--- src/rtl/pipe_hazard_ctrl_pkg.sv ---
// Shared types and constants for the pipeline hazard/flush controller.
package pipe_hazard_ctrl_pkg;

    localparam int unsigned REG_W = 5;
    localparam logic [REG_W-1:0] R0 = '0;

    // The EX stage takes RW from this value when it is loaded with a bubble.
    localparam logic NOP_RW = 1'b0;

    typedef enum logic [1:0] {
        HZ_RUN   = 2'd0,
        HZ_STALL = 2'd1,
        HZ_FLUSH = 2'd2
    } hz_state_t;

    // A register write in flight: write-enable plus destination index.
    typedef struct packed {
        logic             rw;
        logic [REG_W-1:0] da;
    } wr_tag_t;

endpackage

--- src/rtl/hz_scoreboard.sv ---
// Tracks register writes sitting in EX and WB and flags DOF operand reads that collide with them.
module hz_scoreboard
    import pipe_hazard_ctrl_pkg::*;
(
    input  logic             clk,
    input  logic             reset,
    input  logic             load,
    input  logic             dof_valid,
    input  logic             dof_rw,
    input  logic [REG_W-1:0] dof_da,
    input  logic [REG_W-1:0] dof_aa,
    input  logic [REG_W-1:0] dof_ba,
    input  logic             dof_ma,
    input  logic             dof_mb,
    output logic             hazard_c
);

    wr_tag_t ex_q;
    wr_tag_t wb_q;
    logic    use_a;
    logic    use_b;
    logic    match_a;
    logic    match_b;

    // Nothing is readable until the cycle after WB, so both EX and WB entries block.
    always_ff @(posedge clk) begin
        if (reset) begin
            ex_q <= '{rw: 1'b0, da: R0};
            wb_q <= '{rw: 1'b0, da: R0};
        end else begin
            wb_q <= ex_q;
            if (load) begin
                ex_q <= '{rw: dof_rw & dof_valid, da: dof_da};
            end else begin
                ex_q.rw <= NOP_RW;
            end
        end
    end

    // R0 reads never wait; PC / constant operands do not read the register file.
    assign use_a   = dof_valid & ~dof_ma & (dof_aa != R0);
    assign use_b   = dof_valid & ~dof_mb & (dof_ba != R0);
    assign match_a = (ex_q.rw & (ex_q.da == dof_aa)) | (wb_q.rw & (wb_q.da == dof_aa));
    assign match_b = (ex_q.rw & (ex_q.da == dof_ba)) | (wb_q.rw & (wb_q.da == dof_ba));

    assign hazard_c = (use_a & match_a) | (use_b & match_b);

endmodule

--- src/rtl/pipe_hazard_ctrl.sv ---
// Hazard and flush controller for the IF/DOF/EX/WB pipeline, with saturating stall/flush counters.
module pipe_hazard_ctrl
    import pipe_hazard_ctrl_pkg::*;
#(
    parameter int unsigned FLUSH_LEN = 2,
    parameter int unsigned CNT_W     = 16
) (
    input  logic             CLK,
    input  logic             RESET,
    input  logic             dof_valid,
    input  logic             dof_rw,
    input  logic [REG_W-1:0] dof_da,
    input  logic [REG_W-1:0] dof_aa,
    input  logic [REG_W-1:0] dof_ba,
    input  logic             dof_ma,
    input  logic             dof_mb,
    input  logic             ex_branch_taken,
    output logic             stall_if,
    output logic             bubble_ex,
    output logic             flush,
    output logic [1:0]       hz_state,
    output logic [CNT_W-1:0] perf_stalls,
    output logic [CNT_W-1:0] perf_flushes
);

    localparam int unsigned      FC_W       = 3;
    localparam logic [FC_W-1:0]  FLUSH_LOAD = FC_W'(FLUSH_LEN - 1);
    localparam logic [CNT_W-1:0] CNT_MAX    = '1;

    hz_state_t       state;
    hz_state_t       state_nxt;
    logic [FC_W-1:0] fcnt;
    logic [FC_W-1:0] fcnt_nxt;
    logic            hazard_c;

    hz_scoreboard u_scoreboard (
        .clk       (CLK),
        .reset     (RESET),
        .load      (~bubble_ex),
        .dof_valid (dof_valid),
        .dof_rw    (dof_rw),
        .dof_da    (dof_da),
        .dof_aa    (dof_aa),
        .dof_ba    (dof_ba),
        .dof_ma    (dof_ma),
        .dof_mb    (dof_mb),
        .hazard_c  (hazard_c)
    );

    always_ff @(posedge CLK) begin
        if (RESET) begin
            state <= HZ_RUN;
            fcnt  <= '0;
        end else begin
            state <= state_nxt;
            fcnt  <= fcnt_nxt;
        end
    end

    // A taken branch overrides everything; in FLUSH the DOF word is wrong-path so hazards are ignored.
    always_comb begin
        state_nxt = state;
        fcnt_nxt  = fcnt;
        stall_if  = 1'b0;
        bubble_ex = 1'b0;
        flush     = 1'b0;
        if (ex_branch_taken) begin
            flush     = 1'b1;
            bubble_ex = 1'b1;
            fcnt_nxt  = FLUSH_LOAD;
            state_nxt = (FLUSH_LOAD != '0) ? HZ_FLUSH : HZ_RUN;
        end else begin
            case (state)
                HZ_FLUSH: begin
                    flush     = 1'b1;
                    bubble_ex = 1'b1;
                    fcnt_nxt  = (fcnt != '0) ? fcnt - FC_W'(1) : '0;
                    if (fcnt <= FC_W'(1)) begin
                        state_nxt = HZ_RUN;
                    end
                end
                default: begin
                    if (hazard_c) begin
                        stall_if  = 1'b1;
                        bubble_ex = 1'b1;
                        state_nxt = HZ_STALL;
                    end else begin
                        state_nxt = HZ_RUN;
                    end
                end
            endcase
        end
        if (RESET) begin
            stall_if  = 1'b0;
            bubble_ex = 1'b0;
            flush     = 1'b0;
        end
    end

    assign hz_state = RESET ? HZ_RUN : state;

    always_ff @(posedge CLK) begin
        if (RESET) begin
            perf_stalls  <= '0;
            perf_flushes <= '0;
        end else begin
            if (stall_if && (perf_stalls != CNT_MAX)) begin
                perf_stalls <= perf_stalls + CNT_W'(1);
            end
            if (ex_branch_taken && (perf_flushes != CNT_MAX)) begin
                perf_flushes <= perf_flushes + CNT_W'(1);
            end
        end
    end

endmodule

--- config.mk ---
export PLATFORM = sky130hd
export DESIGN_NAME = pipe_hazard_ctrl
export DESIGN_NICKNAME = d
export VERILOG_FILES = /design/src/rtl/pipe_hazard_ctrl_pkg.sv /design/src/rtl/hz_scoreboard.sv /design/src/rtl/pipe_hazard_ctrl.sv
export SDC_FILE = /design/constraint.sdc
export NUM_CORES = 1
export LEC_CHECK = 0
export CAP_MARGIN = 20
export CORE_MARGIN = 2
export CORE_UTILIZATION = 40
export CTS_BUF_LIST = sky130_fd_sc_hd__clkbuf_8
export DETAILED_ROUTE_END_ITERATION = 10
export PLACE_DENSITY = 0.62
export SYNTH_ARGS = -nofsm -noshare
export SYNTH_HDL_FRONTEND = slang
export SYNTH_SLANG_ARGS = --single-unit
--- constraint.sdc ---
create_clock -name CLK -period 5.9 [get_ports CLK]
set_input_delay 1.18 -clock CLK [delete_from_list [all_inputs] [get_ports CLK]]
set_output_delay 1.18 -clock CLK [all_outputs]
set_load 0.01 [all_outputs]
# Word-level counts from Yosys, hierarchy flattened

Index checks and enable logic that the tools add are counted.

Bits in registers: 49
Input port bits: 22
Output and inout bits: 37

$add $sub $neg: 3
$lt $le $gt $ge: 1
Equal/unequal tests: 9
Multiplexer cells: 18
Bitwise logic cells: 16
Reductions and logical operators: 8

Operators by type and width:

| operator                                                        | count |
|---|---|
| adder 16 x 1 -> 16 bit (second input constant)                  | 2 |
| != test 16 bit (second input constant)                          | 2 |
| == test 5 bit                                                   | 4 |
| two-way mux 1 bit                                               | 13 |
| AND 1 bit                                                       | 11 |
| nonzero test 5 bit                                              | 2 |
| two-way mux 2 bit                                               | 4 |
| OR reduction 2 bit                                              | 2 |
| less-or-equal comparator 3 x 1 -> 1 bit (second input constant) | 1 |
| two-way mux 3 bit                                               | 1 |
| != test 3 bit (second input constant)                           | 1 |
| bitwise OR 1 bit                                                | 3 |
| nonzero test 3 bit                                              | 1 |
| subtractor 3 x 1 -> 3 bit (second input constant)               | 1 |
| == test 2 bit (second input constant)                           | 1 |
| logical AND 1 bit                                               | 2 |
| != test 2 bit (second input constant)                           | 1 |
| inverter 1 bit                                                  | 2 |
| nonzero test 2 bit                                              | 1 |

# Longest topological paths before layout

Depth in word-level cells: 10
Depth in mapped cells: 9

# Modules after synthesis

A second synthesis with hierarchy kept.

Cells, all modules: 300
Area, all modules: 2,607.5 um2

By module, submodules not included:

| module           | instances | cells an instance | area an instance (um2) | sequential area each (um2) |
|---|---|---|---|---|
| pipe_hazard_ctrl | 1         | 232               | 1,969.4                | 740.7 |
| hz_scoreboard    | 1         | 68                | 638.1                  | 240.2 |

# Worst setup path before layout

No wires, ideal clock.

Path type: input port to output port
Start: input port dof_aa[0]
End: output port bubble_ex
Arrival time: 2.463 ns
Path slack: 2.257 ns
Stages: 4
Cells stage by stage: or4_4 > o21a_1 > a221oi_4 > nor2_1

Longest elaborated chain between the ends: 9
Elaborated cells between the ends (all ways): 13

Ends and longest elaborated chain:

| what                | RTL line               | RTL |
|---|---|---|
| start, declared     | pipe_hazard_ctrl.sv:13 | `input logic [REG_W-1:0] dof_aa,` |
| == test 5 bit       | hz_scoreboard.sv:43    | `assign match_a = (ex_q.rw & (ex_q.da == dof_aa)) \| (wb_q.rw & (wb_q.da == dof_aa));` |
| AND 1 bit           | hz_scoreboard.sv:43    |  |
| bitwise OR 1 bit    | hz_scoreboard.sv:43    |  |
| AND 1 bit *         | hz_scoreboard.sv:46    | `assign hazard_c = (use_a & match_a) \| (use_b & match_b);` |
| bitwise OR 1 bit *  | hz_scoreboard.sv:46    |  |
| two-way mux 1 bit * | pipe_hazard_ctrl.sv:83 | `if (hazard_c) begin` |
| two-way mux 1 bit * | pipe_hazard_ctrl.sv:73 | `case (state)` |
| two-way mux 1 bit * | pipe_hazard_ctrl.sv:67 | `if (ex_branch_taken) begin` |
| two-way mux 1 bit * | pipe_hazard_ctrl.sv:93 | `if (RESET) begin` |
| end, declared       | pipe_hazard_ctrl.sv:19 | `output logic bubble_ex,` |

Mark *: on every way between the ends. The rest lies on a longest branch, timed or not.

# Worst setup path after layout

Same ends and word-level chain as after synthesis.

==> flow_summary.json <==
{
  "status": "completed",
  "leakage_nw": 1.08,
  "grt_pass1_vias": 2095,
  "fmax_mhz": 213,
  "drc_errors": 0,
  "top_usage_layer": "met2",
  "multiInputGateArea_mm2": 0.00145,
  "antenna_found_initial": 0,
  "finClkSkew_ps": 9.32,
  "synthesis.area_mm2": 0.00251,
  "p_per_area_mw_per_mm2": 187,
  "dp_hpwl_um": 4270,
  "met2_usage_pct": 26.8,
  "cts_buffer_depth": 2,
  "worst_slew_margin_rel_pct": 56.8,
  "reg2regPathDepth": 7,
  "track_usage_pct": 16.5,
  "rsz0062_at_grt": "false",
  "die_width_um": 83.2,
  "vias": 2194,
  "seqCellArea_um2": 981,
  "cts_hold_buf": 0,
  "grt_max_degree": 38,
  "design.die.area_mm2": 0.00692,
  "ys.flop_type": "dfxtp_1",
  "rows": 28,
  "cp-end-kind": "output pin",
  "ir_drop_uv": 95.8,
  "ys_seq_elements": 49,
  "synthTopCellsByCount": "dfxtp_1, nor2_1, xnor2_1",
  "met3_usage_pct": 4.47,
  "synth.avg_cell_area_um2": 8.65,
  "cts_resized": 0,
  "drtPass1Iterations": 4,
  "cts_sinks": 49,
  "tightest_slew_ps": 649,
  "port-buffer-count": 58,
  "drt-total-wl_um": 5680,
  "die_y_um": 83.2,
  "antenna_cells": 0,
  "yosysMostFrequentCell": "dfxtp_1",
  "synth_seq_area_share_pct": 39.1,
  "grtUsageMet1_pct": 21.9,
  "async_flop_share_pct": 0,
  "path_clk_slew_ps": 80,
  "synth_top_area_cell": "dfxtp_1",
  "antenna_left": 0,
  "period_share_pct": 79.6,
  "crit_required_ps": 4720,
  "numCtsBuffers": 5,
  "slew_violations": 0,
  "detail_route.wl_per_cell_um": 13.4,
  "final_nets": 374,
  "globalplace.congestion": 0.842,
  "worstReg2RegEnd": "perf_stalls[10]",
  "min_path_type": "register to register",
  "setup_viol_count_final": 0,
  "tns_ps": 0,
  "startpoint": "dof_aa[0]",
  "ys_warn_count": 0,
  "fillers": 576,
  "synth_edf_count": 0,
  "startpoint_type": "primary input",
  "clkLatencyLatePin_ps": 300,
  "max_cap_viol_count": 0,
  "grt_pass1_wl_um": 9640,
  "cts_tree": "yes",
  "synth_area_leaders": "dfxtp_1, xnor2_1, nor2_1",
  "synth_top_cell_area_share_pct": 39.1,
  "fp.coreArea_mm2": 0.00599,
  "whs_ps": 492,
  "syn-num-nets": 316,
  "crit_end": "bubble_ex",
  "fin_crit_ps": 4690,
  "synthToLayoutAreaGrowth_pct": 28.7,
  "first_iter_violations": 83,
  "arrival_ps": 3510,
  "dp.cells": 416,
  "num_io_pins": 59,
  "cts_htree_levels": 2,
  "drive_gt1_share_pct": 5.73,
  "routed_via_density": 5.17,
  "cts_root_buf": "clkbuf_8",
  "power.total_w": 0.000604,
  "cp_max_fo": 7,
  "r2r_slack_ps": 3460,
  "grt_overflow": 0,
  "cts_setup_buffers": 0,
  "finish.cell_count_without_fillers": 424,
  "yosysUniqueCellTypes": 45,
  "critPathKind": "primary input to output pin",
  "reg2reg_from": "perf_stalls[0]",
  "finalHoldViolCount": 0,
  "initial_core_util_pct": 41.9,
  "syn_inst": 290
}
-- final cells by class --
class | count | area share, %
clock buffer | 5 | 2.13
timing repair buffer | 60 | 18.3
tap | 75 | 2.91
sequential | 49 | 30.4
inverter | 8 | 0.930
multi-input combinational | 224 | 44.9
clock inverter | 3 | 0.465
-- per-stage QoR --
stage	utilization, %	setup slack (ps)	cell area, um2
2_1_floorplan	-	2260	2510
3_5_place_dp	52.5	1200	3140
6_report	53.9	1210	3230
4_1_cts	53.9	1200	3230
3_3_place_gp	52.5	1250	3140
5_1_grt	53.9	1090	3230
-- worst min-delay path by stage --
| stage | from | cells past startpoint | endpoint | slack (ps) |
|---|---|---|---|---|
| 2_1_floorplan | fcnt[1] | 1 | state[1] | 460 |
| 3_3_place_gp | perf_stalls[15] | 2 | perf_stalls[15] | 490 |
| 3_5_place_dp | u_scoreboard.ex_q[5] | 1 | u_scoreboard.wb_q[5] | 480 |
| 4_1_cts | u_scoreboard.ex_q[5] | 1 | u_scoreboard.wb_q[5] | 500 |
| 5_1_grt | u_scoreboard.ex_q[5] | 1 | u_scoreboard.wb_q[5] | 510 |
| 6_report | u_scoreboard.ex_q[5] | 1 | u_scoreboard.wb_q[5] | 490 |
-- layer usage --
layer,vias to the layer above,routed length (um)
met3,4,277
met1,1011,2750
li1,1128,-
met2,51,2600
met5,-,0
met4,0,48
-- cell usage in the layout (no fill, tap or decap), types with 2 or more instances in the layout --
cell type        netlist  routed
a211oi_1               3       3
nand3_1               12      12
o21ai_1                6       6
o211ai_1               3       3
or3_1                  8       8
or2_2                  3       3
nor2_1                42      42
o21ai_0                3       3
nor2b_1               10      10
a21oi_1               10      10
o22ai_2                2       2
xor2_1                12      12
nand2_1               21      21
buf_4                  0       2
or4_1                  4       4
clkdlybuf4s50_1        0      57
mux2i_1                7       7
and3_1                 3       3
xnor2_1               24      24
and4_1                 2       2
nand2b_1               2       2
a21boi_0               2       2
nor3_1                10      10
dfxtp_1               49      49
clkbuf_8               0       5
ha_1                   4       4
inv_1                  8      10
nand4_1               13      13
-- where the power goes --
group          internal, W  switching [W]  leakage [nW]   total, W
Sequential        0.000337     0.00000734         0.397   0.000344
Clock            0.0000807       0.000111        0.0467   0.000191
Combinational    0.0000368      0.0000322         0.634  0.0000689
-- logic make-up (layout without fill, tap and decap cells) --
kind of cell	Yosys count	after routing	synth area share, %
and+or+nand+nor	134	134	26.8
muxes	8	8	3.39
AOI/OAI and AO/OA	42	42	13.0
DFF	49	49	39.1
xor gates and xnor gates	36	36	12.6
buffers and inverters	17	76	3.14
adders and majority gates	4	4	2.00
-- flip-flops by register name (all words and copies together) (netlist names) --
register           count
fcnt                   3
perf_flushes          16
u_scoreboard.ex_q      6
state                  2
u_scoreboard.wb_q      6
perf_stalls           16
-- critical path, cell delays in order --
cell,delay (ps)
clkdlybuf4s50_1,470
or4_4,580
o21a_1,220
a221oi_4,490
nor2_1,80
clkdlybuf4s50_1,490
Note: power is estimated with default switching activity, not from simulation.
